$ cat src/rtl/note_pkg.sv
// Shared definitions for the keyboard note selector.
// Provides key count, debounce depth, the "no note" id, the frequency-id type
// and the scan FSM state encoding.
package note_pkg;

  localparam int unsigned NUM_KEYS        = 25;
  localparam int unsigned DEBOUNCE_FRAMES = 3;

  typedef logic [4:0] freq_id_t;

  localparam freq_id_t NONE_ID = 5'h1F;

  typedef enum logic [1:0] {
    StIdle,
    StScan,
    StCmp
  } scan_state_e;

endpackage

$ cat src/rtl/key_debounce.sv
// Per-key frame-rate debouncer.
// Ports:
//   clock  - pixel clock
//   reset  - synchronous, active-high
//   tick   - one-clock frame pulse; state only advances on it
//   sample - synchronised raw key level
//   stable - debounced key level
// A change is accepted after DebounceFrames consecutive differing samples.
module key_debounce
  import note_pkg::*;
#(
  parameter int unsigned DebounceFrames = DEBOUNCE_FRAMES
) (
  input  logic clock,
  input  logic reset,
  input  logic tick,
  input  logic sample,
  output logic stable
);

  localparam logic [1:0] Target = 2'(DebounceFrames);

  logic [1:0] count_q;
  logic       stable_q;

  always_ff @(posedge clock) begin
    if (reset) begin
      count_q  <= 2'd0;
      stable_q <= 1'b0;
    end else if (tick) begin
      if (sample == stable_q) begin
        count_q <= 2'd0;
      end else if (count_q + 2'd1 == Target) begin
        stable_q <= sample;
        count_q  <= 2'd0;
      end else begin
        count_q <= count_q + 2'd1;
      end
    end
  end

  assign stable = stable_q;

endmodule

$ cat src/rtl/note_select.sv
// Converts raw keyboard note lines into the lowest / second-lowest pressed
// note ids plus a one-frame new-frequency strobe.
// Ports:
//   clock     - pixel clock
//   reset     - synchronous, active-high
//   vsync     - active-low frame sync (async); its falling edge is the frame tick
//   keys      - raw key levels, 1 = pressed (async)
//   freq_id1  - lowest debounced pressed key id, else NONE_ID
//   freq_id2  - second-lowest debounced pressed key id, else NONE_ID
//   new_f_out - high for one full frame when the id pair changes
//   num_notes - min(pressed count, 2), updated together with the ids
module note_select
  import note_pkg::*;
#(
  parameter int unsigned NumKeys        = NUM_KEYS,
  parameter int unsigned DebounceFrames = DEBOUNCE_FRAMES
) (
  input  logic               clock,
  input  logic               reset,
  input  logic               vsync,
  input  logic [NumKeys-1:0] keys,
  output freq_id_t           freq_id1,
  output freq_id_t           freq_id2,
  output logic               new_f_out,
  output logic [1:0]         num_notes
);

  localparam int unsigned     IdxW    = $clog2(NumKeys);
  localparam logic [IdxW-1:0] LastIdx = IdxW'(NumKeys - 1);

  // Synchronisers and tick detector
  logic               vsync_s1_q, vsync_s2_q, vsync_s3_q;
  logic               tick_q;
  logic [NumKeys-1:0] keys_s1_q, keys_s2_q;

  always_ff @(posedge clock) begin
    if (reset) begin
      // vsync idles high; resetting to 1 avoids a spurious tick
      vsync_s1_q <= 1'b1;
      vsync_s2_q <= 1'b1;
      vsync_s3_q <= 1'b1;
      tick_q     <= 1'b0;
      keys_s1_q  <= '0;
      keys_s2_q  <= '0;
    end else begin
      vsync_s1_q <= vsync;
      vsync_s2_q <= vsync_s1_q;
      vsync_s3_q <= vsync_s2_q;
      tick_q     <= vsync_s3_q & ~vsync_s2_q;
      keys_s1_q  <= keys;
      keys_s2_q  <= keys_s1_q;
    end
  end

  // Debounce
  logic [NumKeys-1:0] stable;

  for (genvar i = 0; i < NumKeys; i++) begin : g_key
    key_debounce #(
      .DebounceFrames(DebounceFrames)
    ) u_key_debounce (
      .clock (clock),
      .reset (reset),
      .tick  (tick_q),
      .sample(keys_s2_q[i]),
      .stable(stable[i])
    );
  end

  // Scan FSM and strobe logic
  scan_state_e     state_q;
  logic [IdxW-1:0] idx_q;
  freq_id_t        cand1_q, cand2_q;
  logic [1:0]      cnt_q;
  freq_id_t        pend1_q, pend2_q;
  logic [1:0]      pend_n_q;
  logic            pending_q;

  always_ff @(posedge clock) begin
    if (reset) begin
      state_q   <= StIdle;
      idx_q     <= '0;
      cand1_q   <= NONE_ID;
      cand2_q   <= NONE_ID;
      cnt_q     <= 2'd0;
      pend1_q   <= NONE_ID;
      pend2_q   <= NONE_ID;
      pend_n_q  <= 2'd0;
      pending_q <= 1'b0;
      freq_id1  <= NONE_ID;
      freq_id2  <= NONE_ID;
      num_notes <= 2'd0;
      new_f_out <= 1'b0;
    end else if (tick_q) begin
      // A tick always (re)starts the scan; the debouncers update on this
      // same edge so the scan sees this frame's stable values.
      state_q <= StScan;
      idx_q   <= '0;
      cand1_q <= NONE_ID;
      cand2_q <= NONE_ID;
      cnt_q   <= 2'd0;
      // Dropping the strobe first guarantees a low frame between strobes.
      if (new_f_out) begin
        new_f_out <= 1'b0;
      end else if (pending_q) begin
        freq_id1  <= pend1_q;
        freq_id2  <= pend2_q;
        num_notes <= pend_n_q;
        new_f_out <= 1'b1;
        pending_q <= 1'b0;
      end
    end else begin
      unique case (state_q)
        StIdle: begin
          state_q <= StIdle;
        end
        StScan: begin
          if (stable[idx_q]) begin
            if (cnt_q == 2'd0) begin
              cand1_q <= freq_id_t'(idx_q);
            end else if (cnt_q == 2'd1) begin
              cand2_q <= freq_id_t'(idx_q);
            end
            if (cnt_q != 2'd2) begin
              cnt_q <= cnt_q + 2'd1;
            end
          end
          if (idx_q == LastIdx) begin
            state_q <= StCmp;
          end else begin
            idx_q <= idx_q + IdxW'(1);
          end
        end
        StCmp: begin
          if ({cand1_q, cand2_q} != {freq_id1, freq_id2}) begin
            pend1_q   <= cand1_q;
            pend2_q   <= cand2_q;
            pend_n_q  <= cnt_q;
            pending_q <= 1'b1;
          end else begin
            // Change reverted before it was presented
            pending_q <= 1'b0;
          end
          state_q <= StIdle;
        end
        default: begin
          state_q <= StIdle;
        end
      endcase
    end
  end

endmodule

$ cat config.mk
export PLATFORM = sky130hd
export DESIGN_NAME = note_select
export DESIGN_NICKNAME = d
export VERILOG_FILES = /design/src/rtl/note_pkg.sv /design/src/rtl/key_debounce.sv /design/src/rtl/note_select.sv
export SDC_FILE = /design/constraint.sdc
export NUM_CORES = 1
export LEC_CHECK = 0
export ABC_AREA = 1
export BUFFER_PORTS_ARGS = -buffer_cell sky130_fd_sc_hd__buf_2
export CORE_ASPECT_RATIO = 0.6
export CORE_MARGIN = 1
export CORE_UTILIZATION = 54
export CTS_BUF_LIST = sky130_fd_sc_hd__clkbuf_16
export DETAILED_ROUTE_END_ITERATION = 10
export PLACE_DENSITY = 0.75
export SKIP_LAST_GASP = 1
export SLEW_MARGIN = 20
export SYNTH_ARGS = -nofsm -noshare
export SYNTH_HDL_FRONTEND = slang
export SYNTH_SLANG_ARGS = --single-unit
$ cat constraint.sdc
create_clock -name clock -period 1.6 [get_ports clock]
set_input_delay 0.32 -clock clock [delete_from_list [all_inputs] [get_ports clock]]
set_output_delay 0.32 -clock clock [all_outputs]
set_load 0.05 [all_outputs]
# Word-level counts from Yosys, hierarchy flattened
# Cells that the tools add are included.
[totals] ff_bits=174
[op_classes] add_sub_neg=27 order_cmp=1 eq_ne=58 muxes=61 bitwise=32 n_reduce_logical=36
[op_table] operator="two-way mux 2 bit" n=50
[op_table] operator="AND reduction 3 bit" n=29
[op_table] operator="adder 2 x 1 -> 2 bit, second input constant" n=26
[op_table] operator="== test 2 bit, second input constant" n=26
[op_table] operator="inverter 1 bit" n=31
[op_table] operator="== test 1 bit" n=25
[op_table] operator="two-way mux 1 bit" n=10
[op_table] operator="inequality test 10 bit" n=1
[op_table] operator="less-than comparator 5 x 6 -> 1 bit, second input constant" n=1
[op_table] operator="adder 5 x 1 -> 5 bit, second input constant" n=1
[op_table] operator="binary-select mux 1 bit (select 5 bit)" n=1
[op_table] operator="== test 5 bit, second input constant" n=1
[op_table] operator="== test 2 x 1 -> 1 bit, second input constant" n=2
[op_table] operator="inequality test 2 bit, second input constant" n=2
[op_table] operator="AND reduction 2 bit" n=2
[op_table] operator="AND reduction 4 bit" n=1
[op_table] operator="inequality test 3 bit, second input constant" n=1
[op_table] operator="OR reduction 3 bit" n=1
[op_table] operator="logical NOT 2 bit" n=1
[op_table] operator="nonzero test 2 bit" n=1
[op_table] operator="OR reduction 2 bit" n=1
[op_table] operator="AND 1 bit" n=1

# Longest topological paths before layout
[depth] word_depth=4 mapped_depth=12

# Cells and area by module
# From an unflattened synthesis, not the netlist that was laid out.
[hier_totals] hier_cells=1012 area_unflattened_um2=7354.6
[by_module_without_submodules] module="note_select" instances=1 cells_each=487 area_each_um2=3788.6
[by_module_without_submodules] module="key_debounce" instances=25 cells_each=21 area_each_um2=142.6

# Worst setup path before layout
# OpenSTA, ideal clock, no wires.
[synth_path] kind="register to register" startpoint="register freq_id2[4]" endpoint="register pend1_q[0]" arrival_ns=1.558 required_time_ns=1.466 slack_ns=-0.091 path_stages_with_launch=10 path_buffers=1 period_less_slack_ns=1.691 cell_sequence="dfxtp_1 > inv_1 > or2_2 > nand3_1 > nor2_1 > nand4_1 > nand2_1 > buf_2 > nand2_1 > nand3_1"
[synth_via] elab_chain_cells=2
[synth_lines] item="start: declaration" line="note_select.sv:23" rtl="output freq_id_t freq_id2,"
[synth_lines] item="start signal: assignment" line="note_select.sv:107" rtl="freq_id2 <= pend2_q;"
[synth_lines] item="inequality test 10 bit" line="note_select.sv:135" rtl="if ({cand1_q, cand2_q} != {freq_id1, freq_id2}) begin"
[synth_lines] item="AND reduction 3 bit (no line)"
[synth_lines] item="end signal: assignment" line="note_select.sv:136" rtl="pend1_q <= cand1_q;"
[synth_lines] item="end: declaration" line="note_select.sv:75" rtl="freq_id_t pend1_q, pend2_q;"
# No other way between the ends.
# A chain may end at the register's enable or synchronous reset.

# Worst setup path after layout
[layout_path] startpoint="register idx_q[0]" endpoint="register idx_q[4]"
[layout_via] elab_chain_cells=3 word_cells_on_any_way=4 cone_classes="1 x add/sub; 1 x eq/ne; 1 x bitwise; 1 x reduce/logical"
[layout_lines] item="start: declaration" line="note_select.sv:72" rtl="logic [IdxW-1:0] idx_q;"
[layout_lines] item="start signal: assignment" line="note_select.sv:131" rtl="idx_q <= idx_q + IdxW'(1);"
[layout_lines] item="branches (longest 3 deep; another with adder 5 x 1 -> 5 bit)"
# Parallel ways; which one is timed is not known.

==> results.md <==
- Status: completed
- Area Overhead vs Synth: 16.0%
- Post-route ant nets: 0
- Drt pass-1 iters: 5
- Avg Synthesized Cell Area: slightly below 8 sq um
- CP Cell Sequence: inv_6 -> ha_1 -> nand2_2 -> nor2_1 -> nor2_2 -> nand3_2 -> nor2_2 -> o21ai_0 -> a21oi_1
- Post-synthesis register bit count: approximately 170
- Largest net degree at the start of global routing: 61
- Vias per cell: approximately 5.1
- Pwr dens: 1110 mW/mm^2
- CTS root buffer: clkbuf_16
- Final-report hold violation count: 0
- Sequential fraction of the synthesis area: between 50 and 60%
- YS warnings: 0
- CTS H-tree depth: 4
- Clock Path Buffers: 2
- Drt total wl: between 10000 and 15000 microns
- Slew @ Worst Pin: ~500 ps
- Per-cell routed wire length: ~13 microns
- Fill cell count: 1026
- Row count: 31
- Final period utilization: 94.4%
- Share of post-route cells with drive strength above 1: 13.3%
- Fin nets: 932
- Place WS: approximately 93 ps
- Placeable Area: around 0.012 sq mm
- Drt first-iter violations: roughly 440
- Worst Setup EP: idx_q[4]
- Yosys cell types: 31
- Max Freq: ~660 MHz
- Clk sinks: between 150 and 200
- Clock Latency Late Sink: about 430 ps
- Fin area: about 0.0079 sq mm
- Port bufs: 40
- Final min period: approximately 1500 ps
- Endpoints failing setup: 0
- Data required, critical path: ~2000 ps
- Slowest cell on crit path: dfxtp_4
- Cell mode on critical path: nor2_2
- R2r startpoint: idx_q[0]
- Die footprint: roughly 0.013 sq mm
- Worst VDD drop: 0.821 mV
- CTS tree: yes
- Setup crit end kind: register
- WP data arrival: ~1900 ps
- Die width: about 150 microns
- CP Launch Type: register
- Clk slew on worst S/H paths: approximately 60 ps
- Multiplexer share of the synthesized area: 0%
- Syn Nets: about 890
- Area share of fa/ha/maj cells after synthesis: less than 1%
- Final Max Slew Viols: 0
- Gpl congestion: between 0.8 and 0.9
- Leak pwr: ~3.4 nW
- Register area: ~0.0035 sq mm
- Initial Util: between 50 and 60%
- R2r endpoint: idx_q[4]
- GRT overflow: 0
- Placed cell areas: 0.00725 sq mm
- Max Cap Viol: 0
- Fin worst setup slack: 88.9 ps
- Synth area leader: dfxtp_1
- Hold WC Path Type: input port to register
- Die height: between 80 and 90 microns
- ANT cells: 0
- Initial antenna violation count: 0
- Total GRT Usage: a little under a quarter
- Largest cells by area after synthesis: dfxtp_1 51%, nand2_1 7.5%, inv_1 6.7%
- Drt drc: 0
- Setup crit start: idx_q[0]
- Global-route wire length before repair: about 24000 microns
- CP Max Fanout: 15
- Crit-path max cell delay: approximately 370 ps
- Clock Skews: between 10 and 15 ps
- Via count: roughly 5500
- Detailed placement HPWL: between 8000 and 9000 microns
- Reg2reg path depth: 9
- Post-Syn Area: a little under 0.007 sq mm
- XOR/XNOR share of the synthesized area: approximately 4.1%
- R2R setup slack: approximately 90 ps
- Multi-input logic area: around 0.0027 sq mm
- Num CTS Buffers: 17
- Kind of critical path: register to register
- Post-synthesis simple-gate area fraction: 24.2%
- Max-Slew Margin vs Limit: roughly 67%
- Yosys top cell area share: between 50% and 60%
- Vias in the first global route: 5033
- Post-synthesis cell count: roughly 850
- Combinational family with the most area after synthesis: simple AND/OR/NAND/NOR gates
- Post-synthesis compound-gate area fraction: 9.52%
- I/O pin total: approximately 40
cells by family (layout without fill, tap and decap cells):
logic type | count (synthesis) | in the layout
and+or+nand+nor | 375 | 376
DFF | 174 | 174
buffers and inverters | 165 | 222
AOI/OAI and AO/OA | 103 | 103
xor gates and xnor gates | 32 | 32
adders and majority gates | 5 | 5
cells in the final DEF (no fill, tap or decap), types with 4 or more instances in the layout:
master	instances
inv_6	4
nand3_1	69
clkbuf_16	17
nor2_2	4
nand2_2	5
buf_12	5
o41ai_1	23
nand4_1	19
a21oi_1	36
o211ai_1	4
o21ai_0	11
buf_4	20
nor2_1	104
buf_2	39
dfxtp_2	4
o22ai_1	28
xor2_1	31
ha_1	5
nor3_1	25
dfxtp_1	169
clkinv_1	5
or2_2	4
nand3_2	4
nand2_1	135
inv_1	123
state kept, by name, summed over array words and instances (netlist names), 2 cells and up:
register,flops
keys_s2_q,25
num_notes,2
g_key.u_key_debounce.stable,25
cand2_q,5
g_key.u_key_debounce.count_q,50
idx_q,5
freq_id1,5
pend_n_q,2
cand1_q,5
pend2_q,5
state_q,2
freq_id2,5
cnt_q,2
keys_s1_q,25
pend1_q,5
routing by layer:
layer  GRT usage [%]  part of all wire [%]
met5               0                     0
met4            7.58                   1.1
met3            4.69                   5.9
met2            34.7                    41
met1            33.7                    52
power breakdown:
part	internal (mW)	total [mW]	leakage [nW]	switching (mW)
Clock	2.29	4.01	0.282	1.72
Sequential	4.40	4.44	1.41	0.0364
Combinational	0.122	0.336	1.69	0.215
Total	6.81	8.79	3.38	1.97
synthesized netlist by cell type (all sizes together):
library cell,instances
xnor2,1
o211ai,4
o22ai,28
xor2,31
clkbuf,23
dfxtp,174
nor4,1
nand2,141
a21oi,36
nand3b,1
o21ai,12
nor3,25
inv,124
or2,4
nor2,109
o41ai,23
nand3,75
ha,5
clkinv,2
nand4,19
buf,16
area by class of cell:
cell class / count / share of cell area [%]
clock inverter: 15 / 1.84
sequential: 174 / 44.3
tap: 165 / 2.62
multi-input combinational: 516 / 34.1
inverter: 126 / 6.06
clock buffer: 17 / 5.40
timing repair buffer: 64 / 5.65
per-stage QoR:
step / total power [mW] / TNS (ps) / utilization (%) / hold slack (ps) / cells
final: 8.79 / 0 / 64.7 / 87.3 / 1077
after global placement: 4.86 / 0 / 59.5 / 391 / 1043
after CTS: 8.84 / 0 / 64.2 / 81.7 / 1075
after global routing: 9.10 / -13.2 / 64.7 / 84.8 / 1077
after detailed placement: 4.86 / 0 / 59.5 / 392 / 1043
after floorplan: 4.74 / 0 / - / 388 / 854
how the worst min path moves through the flow:
stage | to | cells after the start | startpoint
global route | keys_s1_q[6] | 3 | keys[6]
CTS | vsync_s1_q | 2 | vsync
detailed placement | keys_s2_q[7] | 2 | keys_s1_q[7]
finish | vsync_s1_q | 2 | vsync
floorplan | keys_s2_q[0] | 2 | keys_s1_q[0]
global placement | keys_s2_q[9] | 2 | keys_s1_q[9]
worst max-delay path: cells and delay by family, from the launching register on:
kind	cells	cell delay, ps
buffers and inverters	1	60
flip-flops	1	370
adder cells (fa/ha/maj)	1	210
AND/OR/NAND/NOR	5	590
AO/OA/AOI/OAI	2	220
what timing repair did:
item	CTS	global route
hold buffers	0	0
endpoints found under the setup margin	0	14
setup buffers	0	1
resized for setup	0	13
Power figures use the tool's default switching activity.
